--- src/rtl/stream_arb_pkg.sv ---
// Shared types and width helpers for the round-robin stream arbiter.
package stream_arb_pkg;

    typedef enum logic {
        StUnlocked = 1'b0,
        StLocked   = 1'b1
    } lock_state_e;

    function automatic int unsigned idx_width(int unsigned num_inp);
        return (num_inp > 1) ? $clog2(num_inp) : 1;
    endfunction

    function automatic int unsigned cnt_width(int unsigned max_burst);
        return (max_burst > 0) ? $clog2(max_burst + 1) : 1;
    endfunction

endpackage

--- src/rtl/stream_rr_arb_sel.sv ---
// Rotating first-one finder: first set valid at or above ptr_i, wrapping past the last input.
module stream_rr_arb_sel
    import stream_arb_pkg::*;
#(
    parameter int unsigned NumInp   = 4,
    parameter int unsigned IdxWidth = idx_width(NumInp)
) (
    input  logic [NumInp-1:0]   valid_i,
    input  logic [IdxWidth-1:0] ptr_i,
    output logic [IdxWidth-1:0] idx_o,
    output logic                any_valid_o
);

    int unsigned         pos;
    logic [IdxWidth-1:0] cand;

    always_comb begin
        idx_o       = ptr_i;
        any_valid_o = 1'b0;
        pos         = 0;
        cand        = '0;
        for (int unsigned off = 0; off < NumInp; off++) begin
            pos = 32'(ptr_i) + off;
            if (pos >= NumInp) begin
                pos = pos - NumInp;
            end
            cand = IdxWidth'(pos);
            if (!any_valid_o && valid_i[cand]) begin
                any_valid_o = 1'b1;
                idx_o       = cand;
            end
        end
    end

endmodule

--- src/rtl/stream_rr_arb.sv ---
// Round-robin ready/valid arbiter with per-requester burst allowance; a grant offered
// without a handshake is locked until it completes.
module stream_rr_arb
    import stream_arb_pkg::*;
#(
    parameter int unsigned NumInp       = 4,
    parameter type         data_t       = logic [31:0],
    parameter int unsigned MaxBurst     = 1,
    parameter bit          StabAssertEn = 1'b1,
    localparam int unsigned IdxWidth    = idx_width(NumInp)
) (
    input  logic                     clk_i,
    input  logic                     rst_i,
    input  data_t [NumInp-1:0]       inp_data_i,
    input  logic  [NumInp-1:0]       inp_valid_i,
    output logic  [NumInp-1:0]       inp_ready_o,
    output data_t                    oup_data_o,
    output logic  [IdxWidth-1:0]     oup_idx_o,
    output logic                     oup_valid_o,
    input  logic                     oup_ready_i
);

    localparam int unsigned         CntWidth = cnt_width(MaxBurst);
    localparam logic [IdxWidth-1:0] LastIdx  = IdxWidth'(NumInp - 1);

    lock_state_e         state_q, state_d;
    logic [IdxWidth-1:0] ptr_q, ptr_d;
    logic [IdxWidth-1:0] lidx_q, lidx_d;
    logic [CntWidth-1:0] cnt_q, cnt_d;

    logic                lock_q;
    logic [IdxWidth-1:0] sel_idx, gnt_idx;
    logic                any_valid, hs;
    int unsigned         burst;
    logic                stab_viol;

    stream_rr_arb_sel #(
        .NumInp   (NumInp),
        .IdxWidth (IdxWidth)
    ) u_sel (
        .valid_i     (inp_valid_i),
        .ptr_i       (ptr_q),
        .idx_o       (sel_idx),
        .any_valid_o (any_valid)
    );

    assign lock_q    = (state_q == StLocked);
    assign stab_viol = lock_q && !inp_valid_i[lidx_q];

    // A locked grant is held regardless of the current valids, so the output stays stable.
    always_comb begin
        gnt_idx              = lock_q ? lidx_q : sel_idx;
        oup_valid_o          = lock_q | any_valid;
        oup_idx_o            = gnt_idx;
        oup_data_o           = inp_data_i[gnt_idx];
        inp_ready_o          = '0;
        inp_ready_o[gnt_idx] = oup_ready_i & oup_valid_o;
        hs                   = oup_valid_o & oup_ready_i;
    end

    always_comb begin
        ptr_d   = ptr_q;
        cnt_d   = cnt_q;
        state_d = state_q;
        lidx_d  = lidx_q;
        burst   = 1;
        if (gnt_idx == ptr_q) begin
            burst = 32'(cnt_q) + 1;
        end
        if (hs) begin
            if (burst >= MaxBurst) begin
                ptr_d = (gnt_idx == LastIdx) ? '0 : gnt_idx + IdxWidth'(1);
                cnt_d = '0;
            end else begin
                ptr_d = gnt_idx;
                cnt_d = CntWidth'(burst);
            end
        end
        unique case (state_q)
            StUnlocked: begin
                if (oup_valid_o && !oup_ready_i) begin
                    state_d = StLocked;
                    lidx_d  = gnt_idx;
                end
            end
            StLocked: begin
                if (oup_ready_i) begin
                    state_d = StUnlocked;
                end
            end
        endcase
    end

    always_ff @(posedge clk_i or posedge rst_i) begin
        if (rst_i) begin
            state_q <= StUnlocked;
            ptr_q   <= '0;
            cnt_q   <= '0;
            lidx_q  <= '0;
        end else begin
            state_q <= state_d;
            ptr_q   <= ptr_d;
            cnt_q   <= cnt_d;
            lidx_q  <= lidx_d;
        end
    end

`ifndef SYNTHESIS
    a_max_burst: assert property (@(posedge clk_i) disable iff (rst_i) MaxBurst >= 1)
        else $error("stream_rr_arb: MaxBurst must be at least 1");
    a_num_inp: assert property (@(posedge clk_i) disable iff (rst_i) NumInp >= 1)
        else $error("stream_rr_arb: NumInp must be at least 1");
    a_lock_stable: assert property (@(posedge clk_i) disable iff (rst_i || !StabAssertEn)
        lock_q |-> (!stab_viol && oup_data_o == $past(oup_data_o)))
        else $error("stream_rr_arb: locked requester %0d changed valid/data", lidx_q);
`endif

endmodule
--- config.mk ---
export PLATFORM = sky130hd
export DESIGN_NAME = stream_rr_arb
export DESIGN_NICKNAME = d
export VERILOG_FILES = /design/src/rtl/stream_arb_pkg.sv /design/src/rtl/stream_rr_arb_sel.sv /design/src/rtl/stream_rr_arb.sv
export SDC_FILE = /design/constraint.sdc
export NUM_CORES = 1
export LEC_CHECK = 0
export ABC_AREA = 1
export CAP_MARGIN = 20
export CORE_AREA = 2 2 73 82
export CTS_BUF_LIST = sky130_fd_sc_hd__clkbuf_8
export CTS_CLUSTER_DIAMETER = 30
export DETAILED_ROUTE_END_ITERATION = 10
export DIE_AREA = 0 0 75 84
export DONT_BUFFER_PORTS = 1
export SLEW_MARGIN = 20
export SYNTH_ARGS = -nofsm -noshare
export SYNTH_HDL_FRONTEND = slang
export SYNTH_HIERARCHICAL = 1
export SYNTH_SLANG_ARGS = --single-unit
export TNS_END_PERCENT = 5
--- constraint.sdc ---
create_clock -name clk_i -period 6.1 [get_ports clk_i]
set_input_delay 0.915 -clock clk_i [delete_from_list [all_inputs] [get_ports clk_i]]
set_output_delay 0.915 -clock clk_i [all_outputs]
set_load 0.01 [all_outputs]
==> reports/qor.log, run 1 <==
INFO  outcome        outcome=completed
INFO  logic_synthesis syn-mean-instance-area=4.845µm²
INFO  setup_path     crit_type=flip-flop to output port
INFO  clock_tree     cts-hold-fix-buffers=0
INFO  logic_synthesis synth-edff-count=0
INFO  clock_tree     clk-insertion-delay-late=0.22ns
INFO  setup_path     critPathCaptureType=output port
INFO  setup_path     r2r_setup_slack=2.89ns
INFO  setup_path     setup.worst_path.start=ptr_q[0]
INFO  setup_path     crit_path_start_kind=flip-flop
INFO  routing        number_of_nets_still_failing_antenna_checks_after_routing=0
INFO  logic_synthesis yosysWarningCount=6
INFO  timing         final.setup.tns=0ns
INFO  logic_synthesis yosys_most_used_dff=sky130_fd_sc_hd__dfrtp_1
INFO  clock_tree     clk_root_buffer_cell=sky130_fd_sc_hd__clkbuf_8
INFO  placed_design  detailedPlacementHpwl=4.575mm
INFO  logic_synthesis synth.net_count=632
INFO  clock_tree     numCtsBuffers=3
INFO  clock_tree     cts_tree=done
INFO  logic_synthesis synthXorXnorAreaFrac=0.3667%
INFO  finish         register_area=125.1µm²
INFO  clock_tree     postCtsSetupRepairBufs=0
INFO  finish         number_of_standard_cells_in_the_final_layout_excluding_fillers=546
INFO  timing         slew_viol_final=0
INFO  logic_synthesis post_synth_inst_count=493
INFO  finish         areaGrowthSynthToFinish=-2.829%
INFO  timing         tightest_slew=1.059ns
INFO  placed_design  port_buffers=0
INFO  die            io-pin-count=174
INFO  finish         n_fill_cell=644
INFO  power_and_ir_drop vdd_ir_drop_max=0.4384mV
INFO  logic_synthesis netlist.area_leader.share=35.20%
INFO  timing         fin_crit_sh=69.76%
INFO  die            die_area=6300µm²
INFO  global_route   grt.total_usage=18.75%
INFO  logic_synthesis synth_largest_area_cell=sky130_fd_sc_hd__nand3_1
INFO  logic_synthesis synthMostInstantiatedCell=sky130_fd_sc_hd__nand3_1
INFO  setup_path     cp-endpoint=inp_ready_o[0]
INFO  clock_tree     htree_levels=1
INFO  timing         fin_crit=4.256ns
INFO  routing        route.detailed.wl_per_inst=11.33µm
INFO  timing         final-setup-viol-count=0
INFO  finish         multi_input_area=1468µm²
INFO  setup_path     timing.critical_path.fanout_max=36
INFO  clock_tree     cts.reportedPaths.clkPinSlew=0.03ns
INFO  clock_tree     maximum_number_of_buffers_from_clock_root_to_sink=2
INFO  power_and_ir_drop power.static_leakage=1.649nW
INFO  setup_path     timing.reg2reg.worst_path_depth=15
INFO  logic_synthesis yosys.area_share.adder=2.095%
INFO  logic_synthesis yosys.cell_types.count=20
INFO  finish         finalNetCount=609
INFO  logic_synthesis synth.ff_latch_count=5
INFO  clock_tree     cts.sink_count=5
INFO  routing        vias_per_cell=5.143
INFO  die            die-height=84µm
INFO  setup_path     critical_r2r_capture=ptr_q[1]
INFO  routing        first_iter_violations=86
INFO  global_route   grt_max_degree=65
INFO  die            initial_core_utilization=43.02%
INFO  routing        drc_errors=0
INFO  global_route   global_route_wire_length_before_repair=9.984mm
INFO  timing         grt_setup_unrepaired=false
INFO  global_route   grt_antenna_before_repair=0
INFO  routing        drt_pass1_iterations=5
INFO  global_route   vias_in_the_first_global_route=2,401
INFO  logic_synthesis ys_top_cells_by_area=sky130_fd_sc_hd__nand3_1 35%, sky130_fd_sc_hd__inv_1 23%, sky130_fd_sc_hd__nand2_1 17%
INFO  routing        routed-via-count=2,808
INFO  routing        drt_wl_total=6.185mm
INFO  logic_synthesis synth_mux_area_share=0%
INFO  hold_path      min_path_type=flip-flop to flip-flop
INFO  logic_synthesis synthesized_area_fraction_occupied_by_and_or_nand_nor_cells=57.57%
INFO  logic_synthesis complex_gate_fraction_of_the_synthesized_area=1.205%
INFO  setup_path     arrival_worst_endpoint=3.34ns
INFO  timing         slew_headroom=29.20%
INFO  job            drv.max_cap_violation_count=0
INFO  placed_design  finalWeightedCongestion=0.8825
INFO  logic_synthesis synthTopCellsByCount=168 x sky130_fd_sc_hd__nand3_1, 145 x sky130_fd_sc_hd__inv_1, 111 x sky130_fd_sc_hd__nand2_1
INFO  setup_path     worstReg2RegStart=ptr_q[0]
INFO  global_route   gr-total-overflow=0
INFO  logic_synthesis synthesized_cell_area=2389µm²
INFO  die            dieWidth=75µm
INFO  finish         antenna-diode-count=0
INFO  timing         max_freq=235.0MHz
INFO  timing         fin_worst_skew=0.0002749ns
INFO  die            core_rows=29
INFO  logic_synthesis largest_family_of_logic_cells_by_synthesized_area=simple AND/OR/NAND/NOR gates
INFO  placed_design  dp_cells=542
INFO  die            core-area=5552µm²
INFO  timing         final-hold-violation-count=0
INFO  logic_synthesis synth-seq-area-share=5.238%
INFO  clock_tree     post_cts_resize_count=0
INFO  logic_synthesis async_reset_ff_share=100.0%
INFO  finish         drive_above_1_share=4.904%
INFO  power_and_ir_drop power_per_cell_area=620.5nW/µm²
INFO  setup_path     critical_path_required=5.18ns
-- logic make-up (layout without fill, tap and decap cells) --
kind of cell | count (synthesis) | in the layout
XOR/XNOR | 1 | 1
buffers and inverters | 179 | 155
flip-flops | 5 | 5
AO/OA/AOI/OAI | 5 | 5
adder cells (fa/ha/maj) | 4 | 4
AND/OR/NAND/NOR | 299 | 299
-- cell type report --
| cell class | instances | share of cell area [%] |
|---|---|---|
| Clock buffer | 3 | 1.779 |
| Clock inverter | 1 | 0.1617 |
| Inverter | 149 | 24.10 |
| Multi-Input combinational cell | 309 | 63.23 |
| Sequential cell | 5 | 5.391 |
| Tap cell | 77 | 4.151 |
| Timing Repair Buffer | 2 | 1.186 |
-- layer usage --
| metal | vias to the layer above | global-route usage [%] | wire [µm] |
|---|---|---|---|
| met1 | 1241 | 22.47 | 2618 |
| li1 | 1433 | - | - |
| met3 | 4 | 1.812 | 431 |
| met5 | - | 0 | 0 |
| met2 | 130 | 35.73 | 3115 |
| met4 | 0 | 1.948 | 20 |
-- worst min path at each step --
| stage | startpoint | endpoint | slack [ns] | depth (start not counted) |
|---|---|---|---|---|
| after floorplan | lidx_q[1] | lidx_q[1] | 0.45 | 2 |
| after global placement | lidx_q[1] | lidx_q[1] | 0.47 | 2 |
| after detailed placement | lidx_q[1] | lidx_q[1] | 0.48 | 2 |
| after CTS | rst_i | ptr_q[0] | 0.49 | 1 |
| after global routing | rst_i | lidx_q[1] | 0.49 | 1 |
| final | lidx_q[1] | lidx_q[1] | 0.48 | 2 |
-- registers in the layout (all words and copies together) (netlist names) --
register  flops
lidx_q        2
lock_q        1
ptr_q         2
-- metrics by stage --
step                hold WS (ns)  util (%)  setup slack, ns  total power [W]  instance area [µm²]
floorplan                 0.4529         -            2.829         0.001304                 2389
global placement          0.4674     40.59            2.013         0.001368                 2253
detailed placement        0.4802     40.95            1.955         0.001391                 2273
CTS                       0.4880     41.76            1.841         0.001453                 2318
global route              0.4949     41.81            1.472         0.001630                 2321
finish                    0.4800     41.81            1.844         0.001440                 2321
-- cells in the final DEF (no fill, tap or decap), drive strengths merged --
master / synthesis / routed
a21oi: 2 / 2
buf: 30 / 2
clkbuf: 0 / 3
dfrtp: 5 / 5
ha: 4 / 4
inv: 149 / 150
nand2: 120 / 120
nand3: 170 / 170
nand4: 1 / 1
nor2: 8 / 8
o21ai: 3 / 3
xor2: 1 / 1
-- critical path, cell delays in order, from the launching register on --
cell	delay, ns
sky130_fd_sc_hd__dfrtp_1	0.59
sky130_fd_sc_hd__inv_2	0.17
sky130_fd_sc_hd__nand2_1	0.09
sky130_fd_sc_hd__nand2_1	0.09
sky130_fd_sc_hd__nand2_2	0.07
sky130_fd_sc_hd__nand2_2	0.07
sky130_fd_sc_hd__a21oi_2	0.17
sky130_fd_sc_hd__nand3_2	0.11
sky130_fd_sc_hd__nand2_1	0.08
sky130_fd_sc_hd__nand2_1	0.04
sky130_fd_sc_hd__nand2_1	0.07
sky130_fd_sc_hd__nand2_2	0.39
sky130_fd_sc_hd__inv_2	0.66
sky130_fd_sc_hd__ha_1	0.26
sky130_fd_sc_hd__inv_1	0.04
sky130_fd_sc_hd__nor2_1	0.19
-- power breakdown --
part	total [W]	internal (W)	switching, W	leakage, nW
clock	0.0000585	0.0000431	0.0000155	0.0269
combinational	0.00131	0.000361	0.000949	1.56
sequential	0.0000718	0.0000466	0.0000252	0.0619
total	0.00144	0.000450	0.000990	1.65
Power figures use the tool's default switching activity.
==> run 2, diff against run 1 <==
- clock period: 6.1 -> 4.14 ns (I/O delays scaled with it)
==> run 2 against run 1 <==
Compared with the run above:
- die area is the same
- largest power group unchanged
- count of clock-buffer cells in the layout is the same
- setup slack lost 1.1 ns
- first-iteration DRC count grew 24%
- clock power grew 48%
- wire length grew 3.9%
==> reports/qor.log, run 2 (synthesis results as in run 1) <==
INFO  outcome        outcome=completed
INFO  finish         multi_input_area=1465µm² [-0.17%]
INFO  global_route   grt_antenna_before_repair=0 [unchanged]
INFO  job            drv.max_cap_violation_count=0 [unchanged]
INFO  die            dieWidth=75µm [unchanged]
INFO  placed_design  dp_worst_slack=0.9354ns [-1.020 ns]
INFO  global_route   met2_usage=35.25% [-0.48 points]
INFO  die            die-height=84µm [unchanged]
INFO  setup_path     critPathCaptureType=output port
INFO  routing        route.detailed.wl_per_inst=11.68µm [+3.1%]
INFO  timing         final-setup-viol-count=0 [unchanged]
INFO  timing         slew_headroom=58.05% [+29 points]
INFO  clock_tree     htree_levels=1 [unchanged]
INFO  setup_path     setup.worst_path.start=ptr_q[0]
INFO  setup_path     crit_type=flip-flop to output port
INFO  clock_tree     clk_root_buffer_cell=sky130_fd_sc_hd__clkbuf_8
INFO  global_route   global_route_wire_length_before_repair=9.873mm [-1.1%]
INFO  setup_path     cp-endpoint=oup_data_o[0]
INFO  timing         slew_viol_final=0 [unchanged]
INFO  setup_path     arrival_worst_endpoint=2.81ns [-0.53 ns]
INFO  die            io-pin-count=174 [unchanged]
INFO  global_route   grt_most_used_layer=met2
INFO  routing        first_iter_violations=107 [+24%]
INFO  setup_path     cp_num_cells=14 [-1]
INFO  setup_path     worstReg2RegStart=ptr_q[0]
INFO  finish         number_of_standard_cells_in_the_final_layout_excluding_fillers=550 [+0.73%]
INFO  setup_path     crit_path_start_kind=flip-flop
INFO  setup_path     crit_path_max_incr_delay=0.57ns [-0.09 ns]
INFO  finish         finalNetCount=613 [+0.66%]
INFO  power_and_ir_drop power_per_cell_area=924.2nW/µm² [+49%]
INFO  clock_tree     numCtsBuffers=3 [unchanged]
INFO  power_and_ir_drop design_power_total=0.002166W [+50%]
INFO  clock_tree     postCtsSetupRepairBufs=0 [unchanged]
INFO  setup_path     critical-path-slowest-cell=sky130_fd_sc_hd__dfrtp_1
INFO  finish         top_library_cells_by_usage_in_the_layout_fill_and_taps_aside=168 x sky130_fd_sc_hd__nand3_1, 146 x sky130_fd_sc_hd__inv_1, 110 x sky130_fd_sc_hd__nand2_1
INFO  setup_path     timing.reg2reg.worst_path_depth=14 [-1]
INFO  setup_path     worst_path_cell_chain=inv_2 > nand2_1 > nand2_1 > nand2_2 > nand2_2 > a21oi_2 > nand3_2 > o21ai_1 > nand2_2 > nand2_2 > buf_4 > nand2_1 > nand3_1 > nand2_1
INFO  placed_design  placed_area=2283µm² [+0.44%]
INFO  timing         fin_crit=3.427ns
INFO  clock_tree     cts.reportedPaths.clkPinSlew=0.03ns [about the same]
INFO  routing        drt_pass1_iterations=5 [unchanged]
INFO  die            initial_core_utilization=43.02% [unchanged]
INFO  setup_path     critical_path_required=3.52ns [-1.66 ns]
INFO  die            core_rows=29 [unchanged]
INFO  global_route   vias_in_the_first_global_route=2,335 [-2.7%]
INFO  timing         fin_crit_sh=82.77%
INFO  timing         worst_slack_setup_final=0.7135ns [-1.131 ns]
INFO  global_route   grt.total_usage=18.68% [-0.072 points]
INFO  setup_path     timing.critical_path.fanout_max=23 [-36%]
INFO  global_route   grtUsageMet1=21.75% [-0.73 points]
INFO  power_and_ir_drop power.static_leakage=1.665nW [+0.96%]
INFO  setup_path     critical_r2r_capture=ptr_q[1]
INFO  setup_path     worst_path_dominant_cell_family=simple AND/OR/NAND/NOR gates
INFO  global_route   grt_max_degree=65 [unchanged]
INFO  global_route   gr-total-overflow=0 [unchanged]
INFO  finish         n_fill_cell=654 [+1.6%]
INFO  routing        vias_per_cell=5.122 [-0.41%]
INFO  timing         fin_worst_skew=0.0007376ns [+0.0004627 ns]
INFO  clock_tree     maximum_number_of_buffers_from_clock_root_to_sink=2 [unchanged]
INFO  routing        drc_errors=0 [unchanged]
INFO  finish         drive_above_1_share=5.497% [+0.59 points]
INFO  setup_path     r2r_setup_slack=1.43ns [-1.46 ns]
INFO  timing         tightest_slew=0.6292ns [-0.4303 ns]
INFO  routing        drt_wl_total=6.425mm [+3.9%]
INFO  die            die_area=6300µm² [unchanged]
INFO  placed_design  dp_cells=545 [+0.55%]
INFO  die            core-area=5552µm² [unchanged]
INFO  clock_tree     post_cts_resize_count=0 [unchanged]
INFO  clock_tree     cts_tree=done
INFO  timing         grt_setup_unrepaired=false
INFO  hold_path      min_path_type=input port to async pin
INFO  power_and_ir_drop vdd_ir_drop_max=0.4357mV [-0.61%]
INFO  routing        number_of_nets_still_failing_antenna_checks_after_routing=0 [unchanged]
INFO  timing         max_freq=291.8MHz
INFO  placed_design  port_buffers=0 [unchanged]
INFO  clock_tree     cts.sink_count=5 [unchanged]
INFO  global_route   use_met3=2.053% [+0.24 points]
INFO  placed_design  detailedPlacementHpwl=4.786mm [+4.6%]
INFO  finish         register_area=125.1µm² [unchanged]
INFO  finish         final_common_cell=sky130_fd_sc_hd__nand3_1
INFO  clock_tree     cts-hold-fix-buffers=0 [unchanged]
INFO  finish         layout.cell_area.non_filler=2344µm² [+0.97%]
INFO  setup_path     critical_path_buf_inv_count=2 [-1]
INFO  clock_tree     clk-insertion-delay-late=0.22ns [about the same]
INFO  routing        routed-via-count=2,817 [+0.32%]
INFO  finish         antenna-diode-count=0 [unchanged]
INFO  timing         final-hold-violation-count=0 [unchanged]
INFO  placed_design  finalWeightedCongestion=0.8061 [-8.7%]
INFO  timing         final.setup.tns=0ns [unchanged]
INFO  finish         areaGrowthSynthToFinish=-1.886%
[run 2: cell types whose count changed in the layout (fill, tap and decap cells not counted)]
cell,before,now
sky130_fd_sc_hd__nand2_1,109,110
sky130_fd_sc_hd__nand2_2,10,9
sky130_fd_sc_hd__buf_4,1,5
sky130_fd_sc_hd__buf_8,0,1
sky130_fd_sc_hd__buf_12,1,0
[run 2: through the flow]
stage | hold slack, ns | utilization [%]
2_1_floorplan | 0.3995 | -
6_report | 0.1934 | 42.21
4_1_cts | 0.1945 | 41.94
3_3_place_gp | 0.4248 | 41.13
5_1_grt | 0.2070 | 42.21
3_5_place_dp | 0.4253 | 41.13
[run 2: worst min-delay path by stage]
stage,from,to,cells after the start
floorplan,rst_i,lidx_q[0],1
global placement,rst_i,ptr_q[0],1
detailed placement,rst_i,ptr_q[0],1
CTS,rst_i,ptr_q[1],1
global route,rst_i,lock_q,1
finish,rst_i,ptr_q[1],1
[run 2: final cells by class]
type	instances	share of cell area, %
tap	77	4.111
clock buffer	3	1.762
inverter	149	23.87
timing repair buffer	6	2.242
clock inverter	1	0.1602
multi-input combinational	309	62.52
sequential	5	5.339
[run 2: routing by layer]
metal | part of all wire, % | wire, µm
met5 | 0 | 0
met1 | 42 | 2701
met4 | 0.87 | 56
met3 | 6.3 | 403
met2 | 51 | 3264
[run 2: report_power, final]
| part | internal, W | switching, W | leakage (nW) | total (W) |
|---|---|---|---|---|
| registers | 0.0000688 | 0.0000356 | 0.0619 | 0.000104 |
| clock network | 0.0000635 | 0.0000229 | 0.0269 | 0.0000863 |
| logic | 0.000556 | 0.00142 | 1.58 | 0.00198 |
